<file path="config.mk">
export PLATFORM = sky130hd
export DESIGN_NAME = pic_ram_writer
export DESIGN_NICKNAME = d
export VERILOG_FILES = /design/src/rtl/pic_ram_writer.sv
export SDC_FILE = /design/constraint.sdc
export NUM_CORES = 1
export LEC_CHECK = 0
export CORE_MARGIN = 1.5
export CORE_UTILIZATION = 45
export CTS_CLUSTER_SIZE = 40
export DETAILED_ROUTE_END_ITERATION = 8
export GPL_ROUTABILITY_DRIVEN = 0
export HOLD_SLACK_MARGIN = 0.05
export PLACE_DENSITY_LB_ADDON = 0.25
export RECOVER_POWER = 100
export SYNTH_ARGS = -nofsm -noshare
export SYNTH_HDL_FRONTEND = slang
export SYNTH_SLANG_ARGS = --single-unit
</file>
<file path="constraint.sdc">
create_clock -name sys_clk -period 6.25 [get_ports sys_clk]
set_clock_uncertainty 0.1 [all_clocks]
set_input_delay 0.625 -clock sys_clk [delete_from_list [all_inputs] [get_ports sys_clk]]
set_output_delay 0.625 -clock sys_clk [all_outputs]
set_load 0.02 [all_outputs]
</file>
<file path="src/rtl/pic_ram_writer.sv">
// pic_ram_writer
//   Frame-buffer writer for the picture RAM that the VGA path scans out.
//   It takes a raster-ordered RGB888 pixel stream over a valid/ready
//   handshake and finds frame and line boundaries from the s_sof and s_eol
//   markers. Each pixel is written at a linear address from 0 to
//   WIDTH*HEIGHT-1.
//
// Ports
//   sys_clk      sole clock
//   sys_rst      synchronous, active-high reset
//   s_valid      source beat valid
//   s_ready      writer can accept a beat; low only while wr_hold is high
//   s_data       pixel data (RGB888)
//   s_sof        beat is the first pixel of a frame
//   s_eol        beat is the last pixel of a line
//   wr_hold      RAM write port is unavailable this cycle
//   ram_wr_en    write strobe, one cycle per written pixel
//   ram_wr_addr  write address; holds its last value while ram_wr_en is low
//   ram_wr_data  write data; holds its last value while ram_wr_en is low
//   frame_done   one-cycle pulse, issued with the write of the final pixel
//   frame_err    one-cycle pulse on a framing violation
//   frame_cnt    number of completed frames, wraps from 255 to 0
//   busy         high while a frame is being written
module pic_ram_writer #(
    parameter int WIDTH  = 350,
    parameter int HEIGHT = 350,
    parameter int ADDR_W = 17,
    parameter int DATA_W = 24
) (
    input  logic              sys_clk,
    input  logic              sys_rst,
    input  logic              s_valid,
    output logic              s_ready,
    input  logic [DATA_W-1:0] s_data,
    input  logic              s_sof,
    input  logic              s_eol,
    input  logic              wr_hold,
    output logic              ram_wr_en,
    output logic [ADDR_W-1:0] ram_wr_addr,
    output logic [DATA_W-1:0] ram_wr_data,
    output logic              frame_done,
    output logic              frame_err,
    output logic [7:0]        frame_cnt,
    output logic              busy
);

    localparam int XW = (WIDTH  > 1) ? $clog2(WIDTH)  : 1;
    localparam int YW = (HEIGHT > 1) ? $clog2(HEIGHT) : 1;

    localparam logic [XW-1:0]     X_LAST = XW'(WIDTH - 1);
    localparam logic [ADDR_W-1:0] A_LAST = ADDR_W'(WIDTH * HEIGHT - 1);

    // Counter values after the first pixel of a frame. A one-pixel-wide
    // picture wraps to the next line right away.
    localparam logic [XW-1:0] X_FIRST = (WIDTH == 1) ? '0 : XW'(1);
    localparam logic [YW-1:0] Y_FIRST = (WIDTH == 1) ? YW'(1) : '0;

    typedef enum logic [1:0] {
        IDLE,
        WRITE,
        FLUSH
    } state_t;

    state_t            state;
    logic [XW-1:0]     x;
    logic [YW-1:0]     y;
    logic [ADDR_W-1:0] addr;

    logic accept;
    logic eol_ok;

    assign s_ready = !wr_hold;
    assign accept  = s_valid && s_ready;
    // The line marker must appear on the last column, and only there.
    assign eol_ok  = (s_eol == (x == X_LAST));
    assign busy    = (state == WRITE);

    always_ff @(posedge sys_clk) begin
        if (sys_rst) begin
            state       <= IDLE;
            x           <= '0;
            y           <= '0;
            addr        <= '0;
            ram_wr_en   <= 1'b0;
            ram_wr_addr <= '0;
            ram_wr_data <= '0;
            frame_done  <= 1'b0;
            frame_err   <= 1'b0;
            frame_cnt   <= '0;
        end else begin
            ram_wr_en  <= 1'b0;
            frame_done <= 1'b0;
            frame_err  <= 1'b0;

            if (accept) begin
                if (s_sof) begin
                    // A start of frame always restarts at address 0. This
                    // holds in every state. In WRITE it is a resync, and it
                    // takes priority over both the eol check and the
                    // completion of the frame.
                    ram_wr_en   <= 1'b1;
                    ram_wr_addr <= '0;
                    ram_wr_data <= s_data;
                    frame_err   <= (state == WRITE);
                    x           <= X_FIRST;
                    y           <= Y_FIRST;
                    addr        <= ADDR_W'(1);
                    state       <= WRITE;
                end else if (state == WRITE) begin
                    if (!eol_ok) begin
                        // Drop the bad beat and wait for the next frame.
                        frame_err <= 1'b1;
                        x         <= '0;
                        y         <= '0;
                        addr      <= '0;
                        state     <= FLUSH;
                    end else begin
                        ram_wr_en   <= 1'b1;
                        ram_wr_addr <= addr;
                        ram_wr_data <= s_data;
                        if (addr == A_LAST) begin
                            frame_done <= 1'b1;
                            frame_cnt  <= frame_cnt + 8'd1;
                            x          <= '0;
                            y          <= '0;
                            addr       <= '0;
                            state      <= IDLE;
                        end else begin
                            addr <= addr + ADDR_W'(1);
                            if (x == X_LAST) begin
                                x <= '0;
                                y <= y + YW'(1);
                            end else begin
                                x <= x + XW'(1);
                            end
                        end
                    end
                end
                // In IDLE and FLUSH, beats without s_sof are dropped silently.
            end
        end
    end

endmodule

</file>
# ---- Word-level counts from Yosys, hierarchy flattened
# Index checks and enable logic that the tools add are counted.
dict set report totals {
  register_bits 80
  inputBits 30
  out_inout_bits 54
  word_cells 57
}
dict set report op_classes {
  add_sub_neg 3
  n_eq_ne 5
  n_mux 26
  bitwise_logic 4
  n_reduce_logical 10
}
# op count
set op_table {}
lappend op_table {{$mux W17} 7}
lappend op_table {{$mux W24} 3}
lappend op_table {{$mux W9} 5}
lappend op_table {{$add A17 B1 Y17 const B} 1}
lappend op_table {{$eq A17 B17 Y1 const B} 1}
lappend op_table {{$add A9 B1 Y9 const B} 1}
lappend op_table {{$eq A9 B9 Y1 const B} 1}
lappend op_table {{$add A8 B1 Y8 const B} 1}
lappend op_table {{$mux W2} 4}
lappend op_table {{$mux W1} 7}
lappend op_table {{$reduce_and A3 Y1} 2}
lappend op_table {{$reduce_and A5 Y1} 1}
lappend op_table {{$reduce_or A5 Y1} 1}
lappend op_table {{$not A1 Y1} 4}
lappend op_table {{$reduce_bool A2 Y1} 2}
lappend op_table {{$ne A3 B2 Y1 const B} 1}
lappend op_table {{$eq A2 B1 Y1 const B} 1}
lappend op_table {{$reduce_and A2 Y1} 1}
lappend op_table {{$reduce_or A2 Y1} 1}
lappend op_table {{$eq A1 B1 Y1} 1}
lappend op_table {{$logic_and A1 B1 Y1} 1}
lappend op_table {{$logic_not A1 Y1} 1}

# ---- Logic depth before layout (Yosys ltp)
# Gate-level depths: netlist (run 1).
dict set report depth {
  ltp_word 6
  ltp_mapped 8
  mapped_depth_nobuf 7
}

# ---- Worst setup path before layout (run 1)
# OpenSTA, ideal clock, no wires.
dict set report synth_path {
  path_kind {input-to-reg}
  start {in s_valid}
  end {reg ram_wr_addr[0]}
  setup_ns 0.117
  t_arrival_ns 2.296
  required_time_ns 6.033
  path_slack_ns 3.737
  path_stages 7
  n_path_buf 2
  cell_sequence {nor2b_1 > clkbuf_1 > o21ai_1 > nor3_2 > nor2_1 > clkbuf_1 > a22o_1}
}
dict set report synth_via {
  elab_chain_len 2
}
# element line_no
set synth_lines {}
lappend synth_lines {{from (decl)} 32} ;# input logic s_valid,
lappend synth_lines {{$logic_and A1 B1 Y1} 73} ;# assign accept = s_valid && s_ready;
lappend synth_lines {{$reduce_and A3 Y1 (no line)} --}
lappend synth_lines {{to (signal assigned)} 119} ;# ram_wr_addr <= addr;
lappend synth_lines {{to (decl)} 39} ;# output logic [ADDR_W-1:0] ram_wr_addr,
# Every way passes these cells.
# A chain may end at the register's enable or synchronous reset.

# ---- Final worst setup path (run 1)
dict set report layout_path {
  start {in s_sof}
  end {reg ram_wr_addr[8]}
}
dict set report layout_via {
  elab_chain_len 2
  elab_cells_between_ends 4
  cone_classes {mux: 1; reduce/logical: 3}
}
# element line_no
set layout_lines {}
lappend layout_lines {{from (decl)} 35} ;# input logic s_sof,
lappend layout_lines {{$reduce_bool A2 Y1 (no line)} --}
lappend layout_lines {{$reduce_and A3 Y1 (no line)} --}
# Parallel ways exist; a longest one is shown, timed or not.

==> flow_metrics.env, run 1 <==
export IMPL_worstReg2RegStart="state[0]$_SDFFE_PP0P_"
export IMPL_crit_path_max_fanout=25
export IMPL_hold_viol_final=0
export IMPL_post_place_ws_ns=2.58
export IMPL_syn2layout_area_growth_pct=33.8
export IMPL_final_nets=455
export IMPL_max_vdd_ir_drop_uv=142
export IMPL_grt_setup_unrepaired="no"
export IMPL_finalSetupViolations=0
export IMPL_maxCapViolCount=0
export IMPL_clkTransAtPathRegs_ns=0.08
export IMPL_insertion_delay_ns=0.35
export IMPL_worst_slew_pin_slew_ns=1.14
export IMPL_post_cts_resized=0
export IMPL_p_sw_frac=0.233
export IMPL_final_area_mm2=0.00438
export IMPL_rrSetupSlack_ns=3.11
export IMPL_placed_area_mm2=0.00418
export IMPL_wire_per_inst_um=14.7
export IMPL_grt_pass1_wl_um=12400
export IMPL_leakage_uw=0.00175
export IMPL_ant_nets=0
export IMPL_cts_tree="built"
export IMPL_synth_seq_cells=80
export IMPL_slew_headroom=0.238
export IMPL_cts_sinks=80
export IMPL_netlist_instances=341
export IMPL_clockPowerShare=0.413
export IMPL_grt_max_degree=46
export IMPL_min_period_ns=3.66
export IMPL_numCtsBuffers=9
export IMPL_post_cts_setup_buffers=0
export IMPL_cp_startpoint="s_sof"
export IMPL_p_seq_frac=0.513
export IMPL_drt_initial_drc_count=172
export IMPL_hold_slack_ns=0.371
export IMPL_grt_use_total=0.205
export IMPL_diodes=0
export IMPL_crit_path_end_kind="register"
export IMPL_crit_type="primary input to register"
export IMPL_rr_worst_depth=6
export IMPL_yosys_warnings=0
export IMPL_powerDensity_mw_per_mm2=232
export IMPL_placementRows=30
export IMPL_ys_seq_area_frac=0.490
export IMPL_cts_path_max_buffers=2
export IMPL_synth_area_mm2=0.00327
export IMPL_die_h_um=88.3
export IMPL_drive_gt1_frac=0.0516
export IMPL_io_pins=84
export IMPL_gr_total_overflow=0
export IMPL_coreArea_mm2=0.00691
export IMPL_crit_reg2reg_capture="ram_wr_addr[8]$_SDFFE_PP0P_"
export IMPL_crit_path_start_kind="primary input"
export IMPL_combPwrFrac=0.074
export IMPL_die_x_um=88.3
export IMPL_internal_power_uw=777
export IMPL_final_period_utilization=0.586
export IMPL_synth_edf_count=0
export IMPL_avgViaCountPerCell=5.36
export IMPL_dpl_cell_count=506
export IMPL_cp_required_ns=6.44
export IMPL_vias=2797
export IMPL_wl_um=7660
export IMPL_drt_pass1_iter_count=5
export IMPL_root_buffer="clkbuf_8"
export IMPL_io_buffer_count=83
export IMPL_hold_buffers=0
export IMPL_synth_ff_type="dfxtp_1"
export IMPL_cp_data_arrival_time_ns=3.85
export IMPL_async_flop_share=0
export IMPL_htreeDepth=3
export IMPL_netSwitchingPower_uw=236
export IMPL_final_cell_mix="dfxtp_1 (80), nor2_1 (56), dlygate4sd3_1 (56), clkdlybuf4s50_1 (27), mux2i_1 (25)"
export IMPL_status="complete, no violations"
export IMPL_hpwl_um=5110
export IMPL_drv_slew=0
export IMPL_synthDistinctLibCells=44
export IMPL_drc=0
export IMPL_clock_fmax_mhz=273
export IMPL_syn_num_nets=375
export IMPL_syn_mean_instance_area_um2=9.59
export IMPL_initial_core_util=0.474
export IMPL_antenna_found_initial=0
export IMPL_min_path_type="register to register"
export IMPL_final_common_cell="dfxtp_1"
export IMPL_critPathCapture="ram_wr_addr[8]$_SDFFE_PP0P_"
export IMPL_min_from="ram_wr_addr[11]$_SDFFE_PP0P_"
export IMPL_fp_dieArea_mm2=0.00779
export IMPL_grt_pass1_vias=2632
export IMPL_fin_ws_ns=2.59
export IMPL_fin_cells=522
export IMPL_finalSetupTns_ns=0
flip-flops by register name (all words and copies together), names as in the netlist:
| signal | cells |
|---|---|
| ram_wr_data | 24 |
| addr | 17 |
| ram_wr_addr | 17 |
| x | 9 |
| frame_cnt | 8 |
| state | 2 |
| frame_done | 1 |
| frame_err | 1 |
| ram_wr_en | 1 |
cells by family after synthesis:
group	synth area share
AO/OA/AOI/OAI	0.138
XOR/XNOR	0.0455
adder cells (fa/ha/maj)	0.0153
buffers and inverters	0.0298
flip-flops	0.490
multiplexers	0.0765
AND/OR/NAND/NOR	0.205
power groups by stage:
stage	registers (µW)	logic (µW)	clock network, µW
after floorplan	538	32.7	0
after detailed placement	532	77.7	0
final	520	74.5	419
after global placement	532	76.2	0
after CTS	520	78.3	426
after global routing	521	81.1	448
cells in the mapped netlist (2+ instances only):
cell type	n	area share
or3_1	12	0.023
xor2_1	14	0.037
a21o_1	3	0.0069
nor2b_1	4	0.0076
and2_1	3	0.0057
nor3_1	2	0.0031
a21oi_1	11	0.017
o2111ai_1	2	0.0054
and3_1	4	0.0076
a211oi_1	5	0.011
a31oi_1	2	0.0038
nand4_1	7	0.013
clkbuf_1	11	0.013
mux2i_1	25	0.077
nand3_1	12	0.018
or4b_1	2	0.0061
buf_2	6	0.0092
a22o_1	21	0.056
nand4bb_1	2	0.0069
dfxtp_1	80	0.49
nor2_1	56	0.064
nand2_1	15	0.017
xnor2_1	3	0.0080
nor4_1	3	0.0057
ha_1	4	0.015
o21ai_0	11	0.017
inv_1	4	0.0046
worst min-delay path by stage:
stage,cells after the start,endpoint,slack [ns]
finish,1,ram_wr_addr[11]$_SDFFE_PP0P_,0.37
CTS,1,ram_wr_addr[1]$_SDFFE_PP0P_,0.38
global placement,1,ram_wr_addr[13]$_SDFFE_PP0P_,0.36
global route,1,ram_wr_addr[6]$_SDFFE_PP0P_,0.39
detailed placement,1,ram_wr_addr[16]$_SDFFE_PP0P_,0.36
floorplan,1,x[8]$_SDFFE_PP0P_,0.36
worst max-delay path, cell delays in order:
cell and delay, ns:
dlygate4sd3_1 0.74, o21ai_0 0.93, nor3_4 0.08, buf_4 0.30, nor2_1 0.91, a22o_1 0.26
metrics by stage:
stage / util / total power (µW)
2_1_floorplan: - / 571
3_3_place_gp: 0.605 / 608
3_5_place_dp: 0.605 / 610
4_1_cts: 0.636 / 1020
5_1_grt: 0.634 / 1050
6_report: 0.634 / 1010
metal layers:
metal / GRT usage / part of all wire / wire length [µm]
met1: 0.279 / 0.45 / 3480
met2: 0.314 / 0.47 / 3610
met3: 0.0597 / 0.067 / 516
met4: 0.0682 / 0.0080 / 61
met5: 0 / 0 / 0
area by class of cell:
| cell class | instances | area [µm²] |
|---|---|---|
| sequential | 80 | 1600 |
| clock buffer | 9 | 124 |
| tap | 96 | 120 |
| clock inverter | 7 | 95.1 |
| multi-input combinational | 239 | 1560 |
| inverter | 4 | 15.0 |
| timing repair buffer | 87 | 857 |
| fill | 584 | 2530 |
Power figures use the tool's default switching activity.
==> run 2, diff against run 1 <==
- CORE_UTILIZATION: 45 -> 44
- clock period: 6.25 -> 3.02 ns (I/O delays scaled with it)
==> flow_metrics.env, run 2 (synthesis gave the netlist of run 1 again) <==
export IMPL_maxCapViolCount=0
export IMPL_grt_met2_usage=0.300
export IMPL_grt_use_total=0.203
export IMPL_die_x_um=89.2
export IMPL_fin_util=0.610
export IMPL_insertion_delay_ns=0.35
export IMPL_root_buffer="clkbuf_8"
export IMPL_post_cts_setup_buffers=0
export IMPL_die_h_um=89.2
export IMPL_coreArea_mm2=0.00721
export IMPL_crit_path_max_fanout=15
export IMPL_holdPathEnd="ram_wr_addr[14]$_SDFFE_PP0P_"
export IMPL_fp_dieArea_mm2=0.00796
export IMPL_final_nets=460
export IMPL_leakage_uw=0.00177
export IMPL_numCtsBuffers=9
export IMPL_hold_depth=1
export IMPL_drv_slew=0
export IMPL_avgViaCountPerCell=5.27
export IMPL_drc=0
export IMPL_total_power_uw=1990
export IMPL_crit_type="register to register"
export IMPL_grt_max_degree=34
export IMPL_antenna_found_initial=0
export IMPL_syn2layout_area_growth_pct=34.5
export IMPL_rrSetupSlack_ns=0.36
export IMPL_cts_sinks=80
export IMPL_finalSetupViolations=0
export IMPL_grt_pass1_wl_um=12400
export IMPL_final_common_cell="dfxtp_1"
export IMPL_crit_path_start_kind="register"
export IMPL_placementRows=31
export IMPL_hpwl_um=5350
export IMPL_min_path_type="register to register"
export IMPL_wire_per_inst_um=14.3
export IMPL_nFillCells=626
export IMPL_grt_setup_unrepaired="no"
export IMPL_grt_pass1_vias=2560
export IMPL_max_vdd_ir_drop_uv=243
export IMPL_grt_use_met3=0.0849
export IMPL_min_from="ram_wr_addr[14]$_SDFFE_PP0P_"
export IMPL_worstReg2RegStart="addr[7]$_SDFFE_PP0P_"
export IMPL_gr_total_overflow=0
export IMPL_wl_um=7550
export IMPL_reg_top3="ram_wr_data x24, addr x17, ram_wr_addr x17"
export IMPL_vias=2794
export IMPL_powerDensity_mw_per_mm2=452
export IMPL_cts_tree="built"
export IMPL_io_buffer_count=83
export IMPL_cp_data_arrival_time_ns=2.84
export IMPL_largest_register="ram_wr_data"
export IMPL_grt_busiest_layer="met2"
export IMPL_hold_viol_final=0
export IMPL_cts_path_max_buffers=2
export IMPL_drive_gt1_frac=0.0650
export IMPL_crit_reg2reg_capture="frame_cnt[5]$_SDFFE_PP0P_"
export IMPL_rr_worst_depth=5
export IMPL_drt_pass1_iter_count=5
export IMPL_cp_required_ns=3.20
export IMPL_diodes=0
export IMPL_initial_core_util=0.453
export IMPL_clkTransAtPathRegs_ns=0.09
export IMPL_use_met1=0.272
export IMPL_drt_initial_drc_count=223
export IMPL_ant_nets=0
export IMPL_final_period_utilization=0.881
export IMPL_hold_buffers=0
export IMPL_post_cts_resized=0
export IMPL_slew_headroom=0.560
export IMPL_final_cell_mix="dfxtp_1 (80), nor2_1 (56), dlygate4sd3_1 (54), clkdlybuf4s50_1 (29), mux2i_1 (25)"
export IMPL_finalSetupTns_ns=0
export IMPL_clock_fmax_mhz=376
export IMPL_htreeDepth=3
export IMPL_crit_path_end_kind="register"
export IMPL_largest_reg_flops=24
export IMPL_min_period_ns=2.66
export IMPL_io_pins=84
export IMPL_status="complete, no violations"
export IMPL_worst_slew_pin_slew_ns=0.654
## run 2: cell count changes in the layout (fill, tap and decap cells not counted), moves of 2 or more
| cell | before | now |
|---|---|---|
| buf_4 | 3 | 5 |
| bufinv_16 | 2 | 0 |
| clkbuf_2 | 0 | 3 |
| clkbuf_8 | 9 | 12 |
| clkdlybuf4s50_1 | 27 | 29 |
| clkinvlp_4 | 1 | 3 |
| dlygate4sd3_1 | 56 | 54 |
## run 2: stage by stage
step	std cells	instance area, µm²	setup WS [ns]	hold WS (ns)
2_1_floorplan	341	3270	0.577	0.349
3_3_place_gp	514	4220	0.470	0.359
3_5_place_dp	514	4220	0.360	0.358
4_1_cts	530	4410	0.356	0.380
5_1_grt	530	4400	0.208	0.392
6_report	530	4400	0.359	0.371
## run 2: area by class of cell
class	count	area, µm²	share of cell area
clock inverters	4	27.5	0.00626
repair buffers	92	887	0.202
inverters	4	15.0	0.00341
well taps	99	124	0.0282
flip-flops and latches	80	1600	0.364
multi-input cells	239	1580	0.359
clock buffers	12	165	0.0376
## run 2: worst max path at each step
stage	start	endpoint	slack [ns]	cells after the start
after floorplan	addr[7]$_SDFFE_PP0P_	frame_cnt[7]$_SDFFE_PP0P_	0.58	8
after global placement	addr[7]$_SDFFE_PP0P_	frame_cnt[4]$_SDFFE_PP0P_	0.47	5
after detailed placement	addr[7]$_SDFFE_PP0P_	frame_cnt[5]$_SDFFE_PP0P_	0.36	5
after CTS	addr[7]$_SDFFE_PP0P_	frame_cnt[5]$_SDFFE_PP0P_	0.36	5
after global routing	addr[7]$_SDFFE_PP0P_	frame_cnt[5]$_SDFFE_PP0P_	0.21	5
final	addr[7]$_SDFFE_PP0P_	frame_cnt[5]$_SDFFE_PP0P_	0.36	5
## run 2: routing by layer
| metal | vias to the layer above | routed length, µm |
|---|---|---|
| met1 | 1307 | 3400 |
| met3 | 5 | 628 |
| li1 | 1397 | - |
| met2 | 85 | 3460 |
| met5 | - | 0 |
| met4 | 0 | 63 |
## run 2: power by group
group	internal (µW)	switching, µW
combinational	77.3	82.6
clock	365	389
sequential	1070	8.02
## run 2: critical path, stage by stage, from the launching register on
cell,delay [ns]
dfxtp_1,0.47
or4b_1,0.46
or4_1,0.67
nand4b_4,0.33
or3_1,0.41
a21oi_1,0.15
